## src/rtl/coin_payout_if.sv

```systemverilog
// rtl/coin_payout_if.sv - change request valid/ready handshake
interface coin_payout_if #(
    parameter int AMT_W = 8
);
    logic             req_valid;
    logic [AMT_W-1:0] req_amount;
    logic             req_ready;

    modport master (output req_valid, output req_amount, input req_ready);
    modport slave  (input req_valid, input req_amount, output req_ready);
endinterface

```

## src/rtl/coin_payout.sv

```systemverilog
// rtl/coin_payout.sv - largest-coin-first change payout with per-denomination stock
module coin_payout #(
    parameter int AMT_W    = 8,
    parameter int STOCK_W  = 8,
    parameter int STOCK500 = 4,
    parameter int STOCK200 = 4,
    parameter int STOCK100 = 4,
    parameter int GAP      = 1
) (
    input  logic               clk,
    input  logic               reset,
    coin_payout_if.slave       req,
    input  logic               refill,
    output logic               Out500,
    output logic               Out200,
    output logic               Out100,
    output logic               busy,
    output logic               done,
    output logic               short,
    output logic [AMT_W-1:0]   remain,
    output logic [STOCK_W-1:0] stock500,
    output logic [STOCK_W-1:0] stock200,
    output logic [STOCK_W-1:0] stock100
);
    localparam int GW = (GAP > 1) ? $clog2(GAP) : 1;

    typedef enum logic [2:0] {IDLE, SELECT, PULSE, GAPW, DONE} state_t;
    typedef enum logic [1:0] {C_NONE, C100, C200, C500} coin_t;

    state_t             state, state_n;
    coin_t              coin, coin_n;
    logic [AMT_W-1:0]   rem, rem_n;
    logic [GW-1:0]      gapcnt, gapcnt_n;
    logic [STOCK_W-1:0] s500_n, s200_n, s100_n;
    logic               short_n;
    logic [AMT_W-1:0]   remain_n;

    always_ff @(posedge clk) begin
        if (!reset) begin
            state    <= IDLE;
            coin     <= C_NONE;
            rem      <= '0;
            gapcnt   <= '0;
            stock500 <= STOCK_W'(STOCK500);
            stock200 <= STOCK_W'(STOCK200);
            stock100 <= STOCK_W'(STOCK100);
            short    <= 1'b0;
            remain   <= '0;
        end else begin
            state    <= state_n;
            coin     <= coin_n;
            rem      <= rem_n;
            gapcnt   <= gapcnt_n;
            stock500 <= s500_n;
            stock200 <= s200_n;
            stock100 <= s100_n;
            short    <= short_n;
            remain   <= remain_n;
        end
    end

    assign req.req_ready = reset && (state == IDLE);

    always_comb begin
        state_n  = state;
        coin_n   = coin;
        rem_n    = rem;
        gapcnt_n = gapcnt;
        s500_n   = stock500;
        s200_n   = stock200;
        s100_n   = stock100;
        short_n  = short;
        remain_n = remain;
        Out500   = 1'b0;
        Out200   = 1'b0;
        Out100   = 1'b0;
        busy     = (state != IDLE);
        done     = (state == DONE);

        case (state)
            IDLE: begin
                // Refill lands first so a request accepted on the same edge sees full stock.
                if (refill) begin
                    s500_n = STOCK_W'(STOCK500);
                    s200_n = STOCK_W'(STOCK200);
                    s100_n = STOCK_W'(STOCK100);
                end
                if (req.req_valid) begin
                    rem_n    = req.req_amount;
                    short_n  = 1'b0;
                    remain_n = '0;
                    state_n  = (req.req_amount == '0) ? DONE : SELECT;
                end
            end
            SELECT: begin
                if (rem >= AMT_W'(5) && stock500 != '0) begin
                    coin_n  = C500;
                    state_n = PULSE;
                end else if (rem >= AMT_W'(2) && stock200 != '0) begin
                    coin_n  = C200;
                    state_n = PULSE;
                end else if (rem >= AMT_W'(1) && stock100 != '0) begin
                    coin_n  = C100;
                    state_n = PULSE;
                end else begin
                    short_n  = 1'b1;
                    remain_n = rem;
                    state_n  = DONE;
                end
            end
            PULSE: begin
                Out500   = (coin == C500);
                Out200   = (coin == C200);
                Out100   = (coin == C100);
                gapcnt_n = '0;
                state_n  = GAPW;
                // SELECT guaranteed rem >= value and stock > 0, so neither can wrap.
                case (coin)
                    C500: begin rem_n = rem - AMT_W'(5); s500_n = stock500 - STOCK_W'(1); end
                    C200: begin rem_n = rem - AMT_W'(2); s200_n = stock200 - STOCK_W'(1); end
                    C100: begin rem_n = rem - AMT_W'(1); s100_n = stock100 - STOCK_W'(1); end
                    default: ;
                endcase
            end
            GAPW: begin
                if (gapcnt == GW'(GAP - 1)) begin
                    state_n = (rem == '0) ? DONE : SELECT;
                end else begin
                    gapcnt_n = gapcnt + GW'(1);
                end
            end
            DONE: state_n = IDLE;
            default: state_n = IDLE;
        endcase
    end
endmodule

```

## src/flat_wrapper.sv

```systemverilog
// flat-port wrapper written by rule: the top's interface ports become plain ports
module coin_payout_flat 
#(
    parameter int AMT_W    = 8,
    parameter int STOCK_W  = 8,
    parameter int STOCK500 = 4,
    parameter int STOCK200 = 4,
    parameter int STOCK100 = 4,
    parameter int GAP      = 1
)
  (clk, reset, refill, Out500, Out200, Out100, busy, done, short, remain, stock500, stock200, stock100, req_req_valid, req_req_amount, req_req_ready);
  coin_payout_if #(.AMT_W(AMT_W)) req_i ();
  input  logic clk;
  input  logic reset;
  input  logic refill;
  output logic Out500;
  output logic Out200;
  output logic Out100;
  output logic busy;
  output logic done;
  output logic short;
  output logic [AMT_W-1:0] remain;
  output logic [STOCK_W-1:0] stock500;
  output logic [STOCK_W-1:0] stock200;
  output logic [STOCK_W-1:0] stock100;
  input wire logic [$bits(req_i.req_valid)-1:0] req_req_valid;
  input wire logic [$bits(req_i.req_amount)-1:0] req_req_amount;
  output wire logic [$bits(req_i.req_ready)-1:0] req_req_ready;
  assign req_i.req_valid = req_req_valid;
  assign req_i.req_amount = req_req_amount;
  assign req_req_ready = req_i.req_ready;
  coin_payout #(.AMT_W(AMT_W), .STOCK_W(STOCK_W), .STOCK500(STOCK500), .STOCK200(STOCK200), .STOCK100(STOCK100), .GAP(GAP)) u_core (.clk(clk), .reset(reset), .req(req_i), .refill(refill), .Out500(Out500), .Out200(Out200), .Out100(Out100), .busy(busy), .done(done), .short(short), .remain(remain), .stock500(stock500), .stock200(stock200), .stock100(stock100));
endmodule
```

## config.mk

```make
export PLATFORM = sky130hd
export DESIGN_NAME = coin_payout_flat
export DESIGN_NICKNAME = d
export VERILOG_FILES = /design/src/rtl/coin_payout_if.sv /design/src/rtl/coin_payout.sv /design/src/flat_wrapper.sv
export SDC_FILE = /design/constraint.sdc
export NUM_CORES = 1
export LEC_CHECK = 0
export CAP_MARGIN = 20
export CORE_MARGIN = 2
export CORE_UTILIZATION = 55
export DETAILED_ROUTE_END_ITERATION = 10
export PLACE_DENSITY = 0.92
export SLEW_MARGIN = 20
export SYNTH_ARGS = -nofsm -noshare
export SYNTH_HDL_FRONTEND = slang
export SYNTH_SLANG_ARGS = --single-unit
```

## constraint.sdc

```tcl
create_clock -name clk -period 3.6 [get_ports clk]
set_input_delay 0.36 -clock clk [delete_from_list [all_inputs] [get_ports clk]]
set_output_delay 0.36 -clock clk [all_outputs]
set_load 0.005 [all_outputs]
```

Word level (Yosys, flattened, before mapping)
Index checks and enable logic that the tools add are counted.
{"block": "op_classes", "add_sub_neg": 7, "magnitude_cmp": 3, "n_eq_ne": 17, "muxes": 36, "n_reduce_logical": 22}
{"operator": "8-bit case mux with 2 select lines", "n": 5}
{"operator": "8-bit two-way mux", "n": 9}
{"operator": "8-bit by 1-bit subtractor with 8-bit output, second input constant", "n": 4}
{"operator": "8-bit case mux with 3 select lines", "n": 1}
{"operator": "8-bit nonzero test", "n": 3}
{"operator": "3-bit two-way mux", "n": 7}
{"operator": "8-bit zero test", "n": 2}
{"operator": "2-bit != test, second input constant", "n": 6}
{"operator": "3-bit case mux with 4 select lines", "n": 1}
{"operator": "3-bit AND reduction", "n": 4}
{"operator": "8-bit by 1-bit greater-or-equal comparator with 1-bit output, second input constant", "n": 1}
{"operator": "8-bit by 2-bit greater-or-equal comparator with 1-bit output, second input constant", "n": 1}
{"operator": "8-bit by 3-bit greater-or-equal comparator with 1-bit output, second input constant", "n": 1}
{"operator": "1-bit two-way mux", "n": 8}
{"operator": "8-bit by 2-bit subtractor with 8-bit output, second input constant", "n": 1}
{"operator": "8-bit by 3-bit subtractor with 8-bit output, second input constant", "n": 1}
{"operator": "3-bit by 2-bit == test with 1-bit output, second input constant", "n": 2}
{"operator": "2-bit two-way mux", "n": 3}
{"operator": "2-bit by 1-bit != test with 1-bit output, second input constant", "n": 3}
{"operator": "2-bit nonzero test", "n": 3}
{"operator": "3-bit nonzero test", "n": 2}
{"operator": "5-bit AND reduction", "n": 1}
{"operator": "2-bit == test, second input constant", "n": 2}
{"operator": "1-bit logical AND", "n": 4}
{"operator": "other kinds (8)", "n": 10}
{"block": "word_totals", "ff_bits": 47, "input_bits": 12, "output_inout_bits": 39, "word_cells": 94}

Logic depth before layout (Yosys ltp)
Gate-level depths: netlist of the first run.
{"block": "depth", "ltp_word": 6, "ltp_mapped": 9, "mapped_depth_nobuf": 7}

Least setup slack after synthesis of the first run
Ideal clock, no wire load.
{"block": "synth_timing", "kind": "reg-to-reg", "from": "register u_core.rem[1]", "to": "register u_core.remain[4]", "arrival_time_ps": 2096, "required_time_ps": 3476, "slack_ps": 1380, "stages_incl_launch_ff": 9, "n_path_buf": 1, "period_less_slack_ps": 2220, "path_cell_list": "dfxtp_1 -> inv_1 -> ha_1 -> or4b_2 -> o2bb2ai_2 -> o221ai_4 -> buf_6 -> nand4_1 -> o211ai_2"}
{"block": "synth_between", "elab_chain_cells": 4, "elab_cells_between_ends": 10, "classes_between": "order compare (3); eq/ne (3); reduce/logical (4)"}
{"element": "start: declaration", "line": "coin_payout.sv:32", "source": "logic [AMT_W-1:0] rem, rem_n;"}
{"element": "start signal: assignment", "line": "coin_payout.sv:52", "source": "rem <= rem_n;"}
{"element": "8-bit by 3-bit greater-or-equal comparator with 1-bit output, or another cell as far along", "line": "coin_payout.sv:96", "source": "if (rem >= AMT_W'(5) && stock500 != '0) begin"}
{"element": "1-bit logical AND (on tied branches)", "line": "coin_payout.sv:96, coin_payout.sv:99, coin_payout.sv:102"}
{"element": "2-bit != test (no source line)"}
{"element": "5-bit AND reduction (no source line) *"}
{"element": "end signal: assignment", "line": "coin_payout.sv:58", "source": "remain <= remain_n;"}
{"element": "end: declaration", "line": "coin_payout.sv:20", "source": "output logic [AMT_W-1:0] remain,"}
Every way passes the cells marked *; elsewhere a longest branch is shown, timed or not.
A chain may end at the register's enable or synchronous reset.

Worst setup path after layout of the first run
{"block": "layout_timing", "from": "register u_core.rem[1]", "to": "register u_core.remain[2]"}
Same word-level chain as after synthesis.

==> run summary, run 1 <==
The run finished with clean final reports. The startpoint identified for the worst register-to-register timing path is u_core.rem[1]. Setup violations remaining at the end of the flow were counted as 0. The largest single stage delay on the critical path is roughly 0.63 ns.

The maximum operating frequency came out at 385.9 MHz. The number of enable-type register cells in the synthesized netlist came out at 0. The total negative slack for setup checks is 0 ns. The overall die area is ~5800 µm². After synthesis, flip-flops and latches occupy between 30% and 40% of the total area. The worst reg2reg path depth came out at 7. The worst max-slew margin expressed relative to the limit is between 30% and 40%. The cts-stage hold buffer count is 0. The hold violation total from the final report was 0. The post-detailed-route via-to-cell ratio came out at between 6 and 7.

The sum of routed wire length over all layers is 7321 µm. The post-synthesis net count is between 300 and 400. The critical path in this run is classified as flop to flop. The most frequent standard cell in the layout excluding fill and tap cells is sky130_fd_sc_hd__clkdlybuf4s50_1. The max-capacitance violation count came out at 0. The initial core utilization is 56.29%.

In the post-synthesis netlist, the biggest area contributors are sky130_fd_sc_hd__dfxtp_1 32%, sky130_fd_sc_hd__xnor2_1 6.1%, sky130_fd_sc_hd__ha_1 5.7%. The min-delay analysis places its worst path in the category flop to flop. The count of H-tree levels built during CTS is 2. Entering global routing, the biggest net connects 44 pins. The clock latency at the later pin of the worst-skew pair came out at roughly 0.31 ns. Global routing used between 20 and 30% of the available tracks across all layers.

In the final routed layout, each cell accounts on average for 16.13 µm. The tree is rooted in a sky130_fd_sc_hd__clkbuf_8. The chip width came out at 76.07 µm. The first global-routing pass estimated 12270 µm of wire.

The setup slack of the worst register-to-register path is 1.01 ns. The internal cell power is 0.0009630 W. Once the clock tree was built, the resizer swapped 0 gates to a different size.

The worst endpoint data arrival time came out at 2.77 ns. The cell count after synthesis came out at 345. The growth of design area from synthesis to finish came out at 21.33%. For the worst setup path, the data required time is approximately 3.8 ns. The routed design could run at a clock period as short as 2.591 ns. slightly above 50 I/O pins were placed. The initial antenna violation count is 0. Walking the worst path, the cells encountered are inv_1 -> ha_1 -> or4b_2 -> o2bb2ai_2 -> o221ai_4 -> nand4_1 -> o211ai_2. The worst hold path passes through 2 cells. Grouping stages by cell kind, the critical path spends the most delay in simple AND/OR/NAND/NOR gates. The cell type contributing the most total cell area after synthesis is sky130_fd_sc_hd__dfxtp_1. The remaining global-route overflow came out at 0. Leaving out fill and tap cells, the most frequent cells in the layout are 50 x sky130_fd_sc_hd__clkdlybuf4s50_1, 46 x sky130_fd_sc_hd__dfxtp_1, 39 x sky130_fd_sc_hd__nor2_1. The number of library cell types mapped by synthesis came out at a little under 60. The final period utilization came out at 71.99%. The capture instance of the worst register-to-register path is u_core.remain[2]. The number of DRC markers after the initial detailed-route iteration is 275. The via count of the first global-routing pass came out at 2619.

The highest fanout seen on the critical path is 18. The repair_antennas step left the layout with diodes totalling 0. The worst hold path begins at u_core.short. The share of cells above drive strength 1 is under 10%. The worst setup path is captured at a flop. The power share of the sequential group is 40.2%. The clock network accounts for ~22% of the total power. The sink count of the clock tree came out at 46. At the end of routability-driven placement, the weighted congestion stood at between 0.9 and 1. The iteration count of the initial detailed-routing pass came out at 5. Summing over every cut layer, the via total after detailed routing is 2778. The critical path launch point type is a flop. TritonCTS built the clock tree.

The core box area came out at between 5000 and 6000 µm². The largest individual stage delay along the critical path comes from the cell sky130_fd_sc_hd__or4b_2. The cell area after synthesis came out at around 2900 µm². Measured on the finished design, the core utilization comes to roughly two thirds.

The final HPWL from detailed placement is roughly 5200 µm. During synthesis, Yosys emitted a total of 0 warnings. Net switching is 38.34% of the power. For this run, design rule violations remaining after detail routing come to 0. In this run the static leakage power is around 1.2 nW. The quantity of I/O buffers inserted on ports came out at 50. The maximum clock path buffer count is 2.

For hold timing, the worst endpoint is u_core.short. In this run the power density over the cells is roughly 450 nW/µm². From bottom edge to top edge, the die measures around 76 µm. The number of buffers and inverters on the critical path came out at 1. In this run the biggest area consumer among cell types represents roughly 32% of the synthesized area.

The switching power of the nets came out at 0.0005989 W. In the final design database the tool counted approximately 410 nets. Counting flops and latches in the post-synthesis netlist gives between 40 and 50. The average instance in the mapped netlist occupies ~8.3 µm². The number of placement rows is 26.

The final clock skew is 0.006127 ns. The max-slew violation count came out at 0. The number of clock buffers added by TritonCTS is 5. Clock-pin slew was measured on the worst setup and hold paths at approximately 0.090 ns. The number of filler cells placed in the layout came out at 408. The worst voltage drop across the vdd grid came out at between 200 and 250 µV. The count of buffers added by post-CTS timing repair for setup is 0. The transition time at the pin with the least slew margin came out at 0.9199 ns. Of all flip-flops after synthesis, the portion carrying an async set or reset was 0%. Setup repair after global routing left no endpoint under its margin. The combinational group share of total power came out at between 30 and 40%.

In the synthesized netlist the dominant register cell turns out to be sky130_fd_sc_hd__dfxtp_1. The number of antenna-violating nets in the routed design is 0.
cell type report:
class | count | area (µm²) | share of cell area [%]
multi-input cells | 262 | 1783 | 51.44
clock inverters | 1 | 8.758 | 0.2527
clock buffers | 7 | 86.33 | 2.491
inverters | 15 | 56.30 | 1.625
repair buffers | 53 | 523.0 | 15.09
flip-flops and latches | 46 | 920.9 | 26.57
well taps | 70 | 87.58 | 2.527
metal layers:
metal | vias to the layer above | share of wire, % | GRT usage, %
met1 | 1318 | 43 | 33.68
met5 | - | 0 | 0
met2 | 121 | 48 | 41.07
met3 | 22 | 7.1 | 5.095
met4 | 0 | 2.3 | 10.73
li1 | 1317 | - | -
state kept, by name, indices dropped and copies added, names as in the netlist:
register	cells
u_core.remain	8
u_core.stock100	8
u_core.coin	2
u_core.stock500	8
u_core.stock200	8
u_core.short	1
u_core.rem	8
u_core.state	3
power groups by stage:
stage | sequential (W) | clock [W] | combinational [W]
CTS | 0.000625 | 0.000346 | 0.000585
global route | 0.000637 | 0.000364 | 0.000650
detailed placement | 0.000636 | 0 | 0.000581
global placement | 0.000634 | 0 | 0.000560
finish | 0.000628 | 0.000340 | 0.000593
floorplan | 0.000599 | 0 | 0.000455
Yosys cell counts, drive strengths merged (5+ instances only):
| cell | n |
|---|---|
| o21ai | 15 |
| nand2 | 17 |
| nand4 | 8 |
| nor2b | 8 |
| dfxtp | 46 |
| ha | 13 |
| a21boi | 5 |
| xor2 | 6 |
| nand2b | 5 |
| nor3 | 11 |
| xnor2 | 20 |
| a21oi | 17 |
| buf | 7 |
| clkbuf | 15 |
| nand3 | 19 |
| nor4 | 12 |
| nor2 | 39 |
| o211ai | 9 |
| inv | 15 |
per-stage QoR:
step                std cells  hold slack, ns  setup WS (ns)  power [W]  cell area [µm²]
CTS                       454          0.4970          1.033   0.001557             3466
global placement          446          0.4694          1.195   0.001194             3371
floorplan                 345          0.4691          1.380   0.001054             2856
detailed placement        446          0.4795          1.050   0.001218             3371
finish                    454          0.4919          1.009   0.001562             3466
global route              454          0.5402         0.8570   0.001652             3466
logic make-up after synthesis:
family / synth area share [%]
xor gates and xnor gates: 7.972
buffers and inverters: 5.519
DFF: 32.24
and+or+nand+nor: 28.56
AOI/OAI and AO/OA: 20.02
adders and majority gates: 5.694
tightest hold or removal path: cells and delay by family (launching register included):
kind / cells / cell delay, ns
compound gates: 2 / 0.13
flops: 1 / 0.32
worst max path at each step:
stage                             start                to  slack [ns]  cells after the start
after floorplan           u_core.rem[1]  u_core.remain[4]        1.38                      8
after global placement    u_core.rem[1]  u_core.remain[5]        1.19                      6
after detailed placement  u_core.rem[1]   u_core.state[2]        1.05                      7
after CTS                 u_core.rem[1]  u_core.remain[2]        1.03                      7
after global routing      u_core.rem[1]   u_core.state[2]        0.86                      7
final                     u_core.rem[1]  u_core.remain[2]        1.01                      7
Note: power is estimated with default switching activity, not from simulation.
==> run 2: changes to the inputs <==
--- a/config.mk
+++ b/config.mk
@@ -7,9 +7,9 @@
 export LEC_CHECK = 0
 export CAP_MARGIN = 20
 export CORE_MARGIN = 2
-export CORE_UTILIZATION = 55
+export CORE_UTILIZATION = 53
 export DETAILED_ROUTE_END_ITERATION = 10
-export PLACE_DENSITY = 0.92
+export PLACE_DENSITY = 0.89
 export SLEW_MARGIN = 20
 export SYNTH_ARGS = -nofsm -noshare
 export SYNTH_HDL_FRONTEND = slang
==> constraint.sdc (replaced) <==
create_clock -name clk -period 2.5 [get_ports clk]
set_input_delay 0.25 -clock clk [delete_from_list [all_inputs] [get_ports clk]]
set_output_delay 0.25 -clock clk [all_outputs]
set_load 0.005 [all_outputs]
==> run 2 against run 1 <==
Sequential share of layout area down 0.45 points. Critical path depth unchanged. Design area up 1.7%. Cell count up 1.8%. Flip-flop and latch count unchanged. Power up 47%. Core utilization up 0.30 points. Clock power up 45%. Sequential power up 39%. First-iteration DRC count up 8.0%. Combinational power up 56%.
==> run summary, run 2 (same netlist as run 1, synthesis figures left out) <==
The transition time at the pin with the least slew margin came out at 0.7221 ns (was 0.9199 ns). The power share of the sequential group came out at 38.0% (was 40.2%). The growth of design area from synthesis to finish is 23.43% (was 21.33%).

The max-slew violation count is 0 (unchanged). The worst reg2reg path depth is 7 (unchanged). The cts-stage hold buffer count is 0 (unchanged).

The stage delay of the slowest cell on the critical path was 0.63 ns (about the same). The number of antenna-violating nets in the routed design came out at 0 (unchanged). The worst max-slew margin expressed relative to the limit was 51.54% (was 38.68%). The initial core utilization came out at 55.57% (was 56.29%).

The highest metal layer used by the detailed router is met4 (unchanged). The final weighted congestion in routability-driven placement is 0.9505 (was 0.9303). The clock tree from TritonCTS is done (unchanged). The initial antenna violation count came to 0 (unchanged). The most frequent standard cell in the layout excluding fill and tap cells is sky130_fd_sc_hd__clkdlybuf4s50_1 (unchanged). The number of DRC markers after the initial detailed-route iteration came out at 297 (was 275). The total negative slack for setup checks was 0 ns (unchanged). The total of endpoints with negative setup slack in the final report is 0 (unchanged). The final clock skew came out at 0.006828 ns (was 0.006127 ns).

The global-route usage over all layers came to 24.60% (was 25.58%). The I/O pin count was 51 (unchanged). The count of cells resized by post-cts repair is 0 (unchanged). The cell type of the slowest stage on the worst timing path is sky130_fd_sc_hd__or4b_2 (unchanged). The number of antenna cells inserted was 0 (unchanged). The iteration count of the initial detailed-routing pass is 6 (was 5). The number of nets at the end of the flow is 416 (was 408). The startpoint of the worst register-to-register path is u_core.rem[1] (unchanged). Commonest cells after routing, fill and taps aside: 50 x sky130_fd_sc_hd__clkdlybuf4s50_1, 46 x sky130_fd_sc_hd__dfxtp_1, 39 x sky130_fd_sc_hd__nor2_1 (unchanged). The overall die area is 5993 µm² (was 5786 µm²).

The sum of routed wire length over all layers is 7353 µm (was 7321 µm). The count of H-tree levels built during CTS came out at 2 (unchanged). The clock root buffer was sky130_fd_sc_hd__clkbuf_8 (unchanged).

The maximum operating frequency is 427.2 MHz (was 385.9 MHz). The post-route worst hold slack is 0.4947 ns (was 0.4919 ns). The final critical-path required period came out at 2.341 ns (was 2.591 ns).

The clock latency at the later pin of the worst-skew pair came out at 0.31 ns (about the same). Unrepaired setup endpoints after global routing: false (unchanged). The area taken by flip-flops and latches is 920.9 µm² (unchanged).

The combinational group share of total power is 40.4% (was 38.0%). The origin of the worst setup path is u_core.rem[1] (unchanged). The total DRC errors in the routed layout was 0 (unchanged). The sink count of the clock tree came out at 46 (unchanged). The routed length per placed instance is 15.92 µm (was 16.13 µm).

The internal cell power is 0.001414 W (was 0.0009630 W). The chip width came out at 77.42 µm (was 76.07 µm). The post-layout total power came out at 0.002293 W (was 0.001562 W). The core box area came out at 5140 µm² (was 5075 µm²). The number of vias in the routed layout is 2799 (was 2778). The type of the most critical hold path was flop to flop (unchanged). Worst path cell trace: inv_1 -> ha_1 -> or4b_2 -> o2bb2ai_2 -> o221ai_4 -> nand2b_1 -> a21oi_1 (was inv_1 -> ha_1 -> or4b_2 -> o2bb2ai_2 -> o221ai_4 -> nand4_1 -> o211ai_2). The via count of the first global-routing pass is 2555 (was 2619). The data required time at the worst endpoint is 2.74 ns (was 3.77 ns). The capture instance of the worst register-to-register path is u_core.state[2] (was u_core.remain[2]).

The worst setup slack after layout came out at 0.1593 ns (was 1.009 ns). The total clock buffers created by CTS was 5 (unchanged). The post-placement worst setup slack came out at 0.1994 ns (was 1.050 ns). The post-detailed-route via-to-cell ratio came to 6.058 (was 6.119).

The clock-pin slew of the registers on the worst-case setup and hold paths is 0.08 ns (was 0.09 ns). The quantity of I/O buffers inserted on ports came to 50 (unchanged). The clock group share of total power is 21.5% (was 21.8%).

The setup slack of the worst register-to-register path came to 0.16 ns (was 1.01 ns). Result of the run: finished, final reports clean (unchanged). The maximum number of pins on one net before global-route repair came out at 44 (unchanged). The kind of end point of the critical path is a flop (unchanged). The worst voltage drop across the vdd grid was 413.0 µV (was 242.8 µV). The area occupied by multi-input gates came to 1783 µm² (unchanged).

The y dimension of the die came out at 77.42 µm (was 76.07 µm). The path type of the worst setup path is flop to flop (unchanged). The final period utilization is 93.63% (was 71.99%). The static leakage came out at 1.233 nW (was 1.193 nW).

The met3 routed wirelength is 583 µm (was 523 µm). The capturing instance or port of the critical path was u_core.state[2] (was u_core.remain[2]). The switching power of the nets came out at 0.0008783 W (was 0.0005989 W). The fraction of power spent switching nets is 38.31% (was 38.34%).

The critical path launch point type is a flop (unchanged). The maximum clock path buffer count is 2 (unchanged). The met1 layer wirelength in the final routing came out at 3125 µm (was 3136 µm). The power density of the placed cells is 650.2 nW/µm² (was 450.7 nW/µm²).

The max-capacitance violation count came out at 0 (unchanged). The highest fanout seen on the critical path came out at 18 (unchanged). The worst endpoint data arrival time came to 2.58 ns (was 2.77 ns). The count of buffers added by post-CTS timing repair for setup is 0 (unchanged).

The cell total after placement came out at 454 (was 446). The met2 wire length came out at 3456 µm (was 3490 µm). The share of cells above drive strength 1 came out at 9.694% (was 7.813%). The final HPWL from detailed placement is 5143 µm (was 5205 µm). The number of placement rows is 26 (unchanged). The non-filler instance count after layout came to 462 (was 454). The first-pass GRT wire length was 12030 µm (was 12270 µm). The number of filler cells placed in the layout was 421 (was 408). The hold violation total from the final report is 0 (unchanged). The remaining global-route overflow came to 0 (unchanged).
## run 2: layout make-up
type / instances / share of cell area, %
Clock inverter: 1 / 0.2484
Clock buffer: 7 / 2.449
Multi-Input combinational cell: 262 / 50.57
Tap cell: 70 / 2.484
Timing Repair Buffer: 61 / 16.54
Sequential cell: 46 / 26.12
Inverter: 15 / 1.597
## run 2: routing by layer
metal	vias to the layer above	track usage (%)
li1	1338	-
met1	1296	33.16
met2	144	39.30
met3	21	3.140
met4	0	11.25
met5	-	0
## run 2: how the worst min path moves through the flow
stage | from | to | cells after the start
6_report | u_core.short | u_core.short | 2
3_3_place_gp | u_core.short | u_core.short | 2
5_1_grt | u_core.short | u_core.short | 2
2_1_floorplan | req_req_amount[2] | u_core.rem[2] | 2
4_1_cts | u_core.short | u_core.short | 2
3_5_place_dp | u_core.short | u_core.short | 2
## run 2: power by group through the flow
stage / clock (W) / combinational (W) / sequential (W)
after floorplan: 0 / 0.000656 / 0.000862
after global placement: 0 / 0.000876 / 0.000881
after detailed placement: 0 / 0.000899 / 0.000885
after CTS: 0.000495 / 0.000912 / 0.000869
after global routing: 0.000525 / 0.00101 / 0.000881
final: 0.000493 / 0.000927 / 0.000872
## run 2: per-stage QoR
stage | instance area, µm² | utilization [%]
floorplan | 2856 | -
finish | 3526 | 68.60
CTS | 3526 | 68.60
global placement | 3431 | 66.75
detailed placement | 3431 | 66.75
global route | 3526 | 68.60
## run 2: worst max-delay path: cells and delay by family (launching register included)
kind	cells	cell delay, ns
buffers and inverters	1	0.12
AOI/OAI and AO/OA	3	0.69
DFF	1	0.35
and+or+nand+nor	2	0.90
adders and majority gates	1	0.21
==> run 3: changes to the inputs <==
--- a/config.mk
+++ b/config.mk
@@ -6,8 +6,10 @@
 export NUM_CORES = 1
 export LEC_CHECK = 0
 export CAP_MARGIN = 20
+export CELL_PAD_IN_SITES_DETAIL_PLACEMENT = 0
+export CELL_PAD_IN_SITES_GLOBAL_PLACEMENT = 1
 export CORE_MARGIN = 2
-export CORE_UTILIZATION = 53
+export CORE_UTILIZATION = 39
 export DETAILED_ROUTE_END_ITERATION = 10
 export PLACE_DENSITY = 0.89
 export SLEW_MARGIN = 20
==> run 3 against run 2 <==
Wire length is 7.7% higher. Cell count increased by 8.0%. Global-route usage decreased by 4.2 points. Flip-flop and latch count unchanged. Power rose by 11%. Maximum frequency up 1.3%. Register-to-register slack gained 0.03 ns. Clock power rose by 41%. Critical endpoint is now u_core.remain[6].
==> run summary, run 3 (same netlist as run 1, synthesis figures left out) <==
The final clock skew came to 0.006477 ns (was 0.006828 ns). The power density of the placed cells came out at 684.8 nW/µm² (was 650.2 nW/µm²). The clock tree from TritonCTS is done (unchanged). The maximum operating frequency is 433.0 MHz (was 427.2 MHz).

The maximum number of pins on one net before global-route repair came to 44 (unchanged). The critical path's top delay family was compound AO/OA/AOI/OAI gates (was simple AND/OR/NAND/NOR gates). The number of filler cells placed in the layout is 684 (was 421).

The clock root buffer was sky130_fd_sc_hd__clkbuf_8 (unchanged). The origin of the worst setup path is u_core.rem[1] (unchanged). The hold violation total from the final report came to 0 (unchanged).

The cell type of the slowest stage on the worst timing path is sky130_fd_sc_hd__or4b_2 (unchanged). The combinational group share of total power is 38.1% (was 40.4%). The final period utilization is 92.38% (was 93.63%). The static leakage came out at 1.299 nW (was 1.233 nW). The growth of design area from synthesis to finish was 29.57% (was 23.43%). The final HPWL from detailed placement is 5666 µm (was 5143 µm).

The number of vias in the routed layout is 2788 (was 2799). The chip width came out at 89.58 µm (was 77.42 µm). The post-detailed-route via-to-cell ratio is 5.587 (was 6.058). The first-pass GRT wire length came out at 12900 µm (was 12030 µm). The iteration count of the initial detailed-routing pass came out at 4 (was 6).

The non-filler instance count after layout is 499 (was 462). The number of DRC markers after the initial detailed-route iteration is 140 (was 297). The number of antenna-violating nets in the routed design came to 0 (unchanged). The placement-stage cell area was 3510 µm² (was 3431 µm²). The stage delay of the slowest cell on the critical path is 0.62 ns (was 0.63 ns).

Worst path cell trace: inv_1 -> ha_4 -> or4b_2 -> o2bb2ai_2 -> o221ai_4 -> buf_4 -> o211ai_2 (was inv_1 -> ha_1 -> or4b_2 -> o2bb2ai_2 -> o221ai_4 -> nand2b_1 -> a21oi_1). The max-slew violation count was 0 (unchanged). The total DRC errors in the routed layout came out at 0 (unchanged). The internal cell power came to 0.001643 W (was 0.001414 W).

The post-layout total power came out at 0.002534 W (was 0.002293 W). The startpoint of the worst register-to-register path is u_core.rem[1] (unchanged). The count of H-tree levels built during CTS came to 2 (unchanged). The type of the most critical hold path is flop to flop (unchanged).

The number of buffers and inverters on the critical path is 2 (was 1). Commonest cells after routing, fill and taps aside: 50 x sky130_fd_sc_hd__clkdlybuf4s50_1, 46 x sky130_fd_sc_hd__dfxtp_1, 39 x sky130_fd_sc_hd__nor2_1 (unchanged). The sink count of the clock tree is 46 (unchanged). The overall die area came to 8025 µm² (was 5993 µm²). The switching power of the nets came out at 0.0008912 W (was 0.0008783 W). Result of the run: finished, final reports clean (unchanged). The total negative slack for setup checks came out at 0 ns (unchanged).

The number of placement rows came out at 31 (was 26). The initial antenna violation count came out at 0 (unchanged). The remaining global-route overflow is 0 (unchanged).

The path type of the worst setup path is flop to flop (unchanged). The most frequent standard cell in the layout excluding fill and tap cells is sky130_fd_sc_hd__clkdlybuf4s50_1 (unchanged). The via count of the first global-routing pass came out at 2644 (was 2555). The kind of end point of the critical path is a flop (unchanged). The sum of routed wire length over all layers is 7916 µm (was 7353 µm). The number of nets at the end of the flow came to 424 (was 416).

The power share of the sequential group was 34.6% (was 38.0%). The total of endpoints with negative setup slack in the final report is 0 (unchanged). The fraction of power spent switching nets is 35.16% (was 38.31%). The cell total after placement came out at 487 (was 454). The final critical-path required period came to 2.310 ns (was 2.341 ns). The worst max-slew margin expressed relative to the limit came out at 52.29% (was 51.54%).

The clock-pin slew of the registers on the worst-case setup and hold paths is 0.09 ns (was 0.08 ns). The share of cells above drive strength 1 is 12.00% (was 9.694%). The global-route usage over all layers came out at 20.38% (was 24.60%). The transition time at the pin with the least slew margin is 0.7157 ns (was 0.7221 ns). The I/O pin count came out at 51 (unchanged). The max-capacitance violation count is 0 (unchanged). The final weighted congestion in routability-driven placement came out at 0.9086 (was 0.9505). The data required time at the worst endpoint came out at 2.74 ns (about the same). Unrepaired setup endpoints after global routing: false (unchanged). The clock group share of total power came out at 27.4% (was 21.5%). The y dimension of the die was 89.58 µm (was 77.42 µm).

The post-route worst hold slack is 0.5038 ns (was 0.4947 ns). The quantity of I/O buffers inserted on ports came out at 50 (unchanged). The routed length per placed instance came out at 15.86 µm (was 15.92 µm). The core box area is 7176 µm² (was 5140 µm²). The critical path launch point type is a flop (unchanged).

The highest fanout seen on the critical path is 17 (was 18). The initial core utilization came to 39.81% (was 55.57%). The number of antenna cells inserted came out at 0 (unchanged).

The setup slack of the worst register-to-register path is 0.19 ns (was 0.16 ns). The launch instance of the worst min-delay path is u_core.short (unchanged). The worst voltage drop across the vdd grid came to 339.7 µV (was 413.0 µV). The clock latency at the later pin of the worst-skew pair is 0.30 ns (was 0.31 ns). The maximum clock path buffer count came to 2 (unchanged). The worst endpoint data arrival time is 2.55 ns (was 2.58 ns). The total clock buffers created by CTS is 5 (unchanged). The post-layout instance area came out at 3701 µm² (was 3526 µm²).
-- run 3: cell count changes in the layout (fill, tap and decap cells not counted), sizes merged --
cell | previous run | this run
buf | 11 | 19
bufinv | 0 | 2
clkbuf | 7 | 6
inv | 16 | 15
-- run 3: metal layers --
| metal | vias to the layer above | track usage (%) | part of all wire, % |
|---|---|---|---|
| li1 | 1354 | - | - |
| met1 | 1347 | 27.15 | 45 |
| met2 | 70 | 33.76 | 49 |
| met3 | 17 | 3.108 | 4.0 |
| met4 | 0 | 6.784 | 2.1 |
| met5 | - | 0 | 0 |
-- run 3: worst min-delay path: cells and delay by family, from the launching register on --
kind,cells,cell delay (ns)
AOI/OAI and AO/OA,2,0.14
DFF,1,0.32
-- run 3: area by class of cell --
class | instances | area (µm²) | area share (%)
multi-input combinational | 262 | 1802 | 48.68
sequential | 46 | 920.9 | 24.88
timing repair buffer | 69 | 655.6 | 17.71
tap | 99 | 123.9 | 3.347
clock buffer | 6 | 82.58 | 2.231
clock inverter | 2 | 60.06 | 1.623
inverter | 15 | 56.30 | 1.521
-- run 3: final timing paths --
kind | endpoint | cells past startpoint
max reg2reg | u_core.remain[6] | 7
max | u_core.remain[6] | 7
min reg2reg | u_core.short | 2
min | u_core.short | 2
-- run 3: power groups by stage --
stage,clock network (W),logic [W],registers (W)
2_1_floorplan,0,0.000656,0.000862
3_3_place_gp,0,0.000913,0.000889
3_5_place_dp,0,0.000929,0.000891
4_1_cts,0.000702,0.000936,0.000875
5_1_grt,0.000734,0.00106,0.000887
6_report,0.000693,0.000965,0.000876
-- run 3: timing repair --
item,CTS,global route
resized for setup,0,3
endpoints found under the setup margin,0,12
hold buffers,0,0
buffers inserted,0,4
-- run 3: stage by stage --
stage                     setup WS [ns]  util [%]
after detailed placement        0.09767     48.91
after global routing            0.06252     51.58
final                            0.1904     51.58
after floorplan                  0.2799         -
after CTS                       0.06235     50.90
after global placement           0.1966     48.91
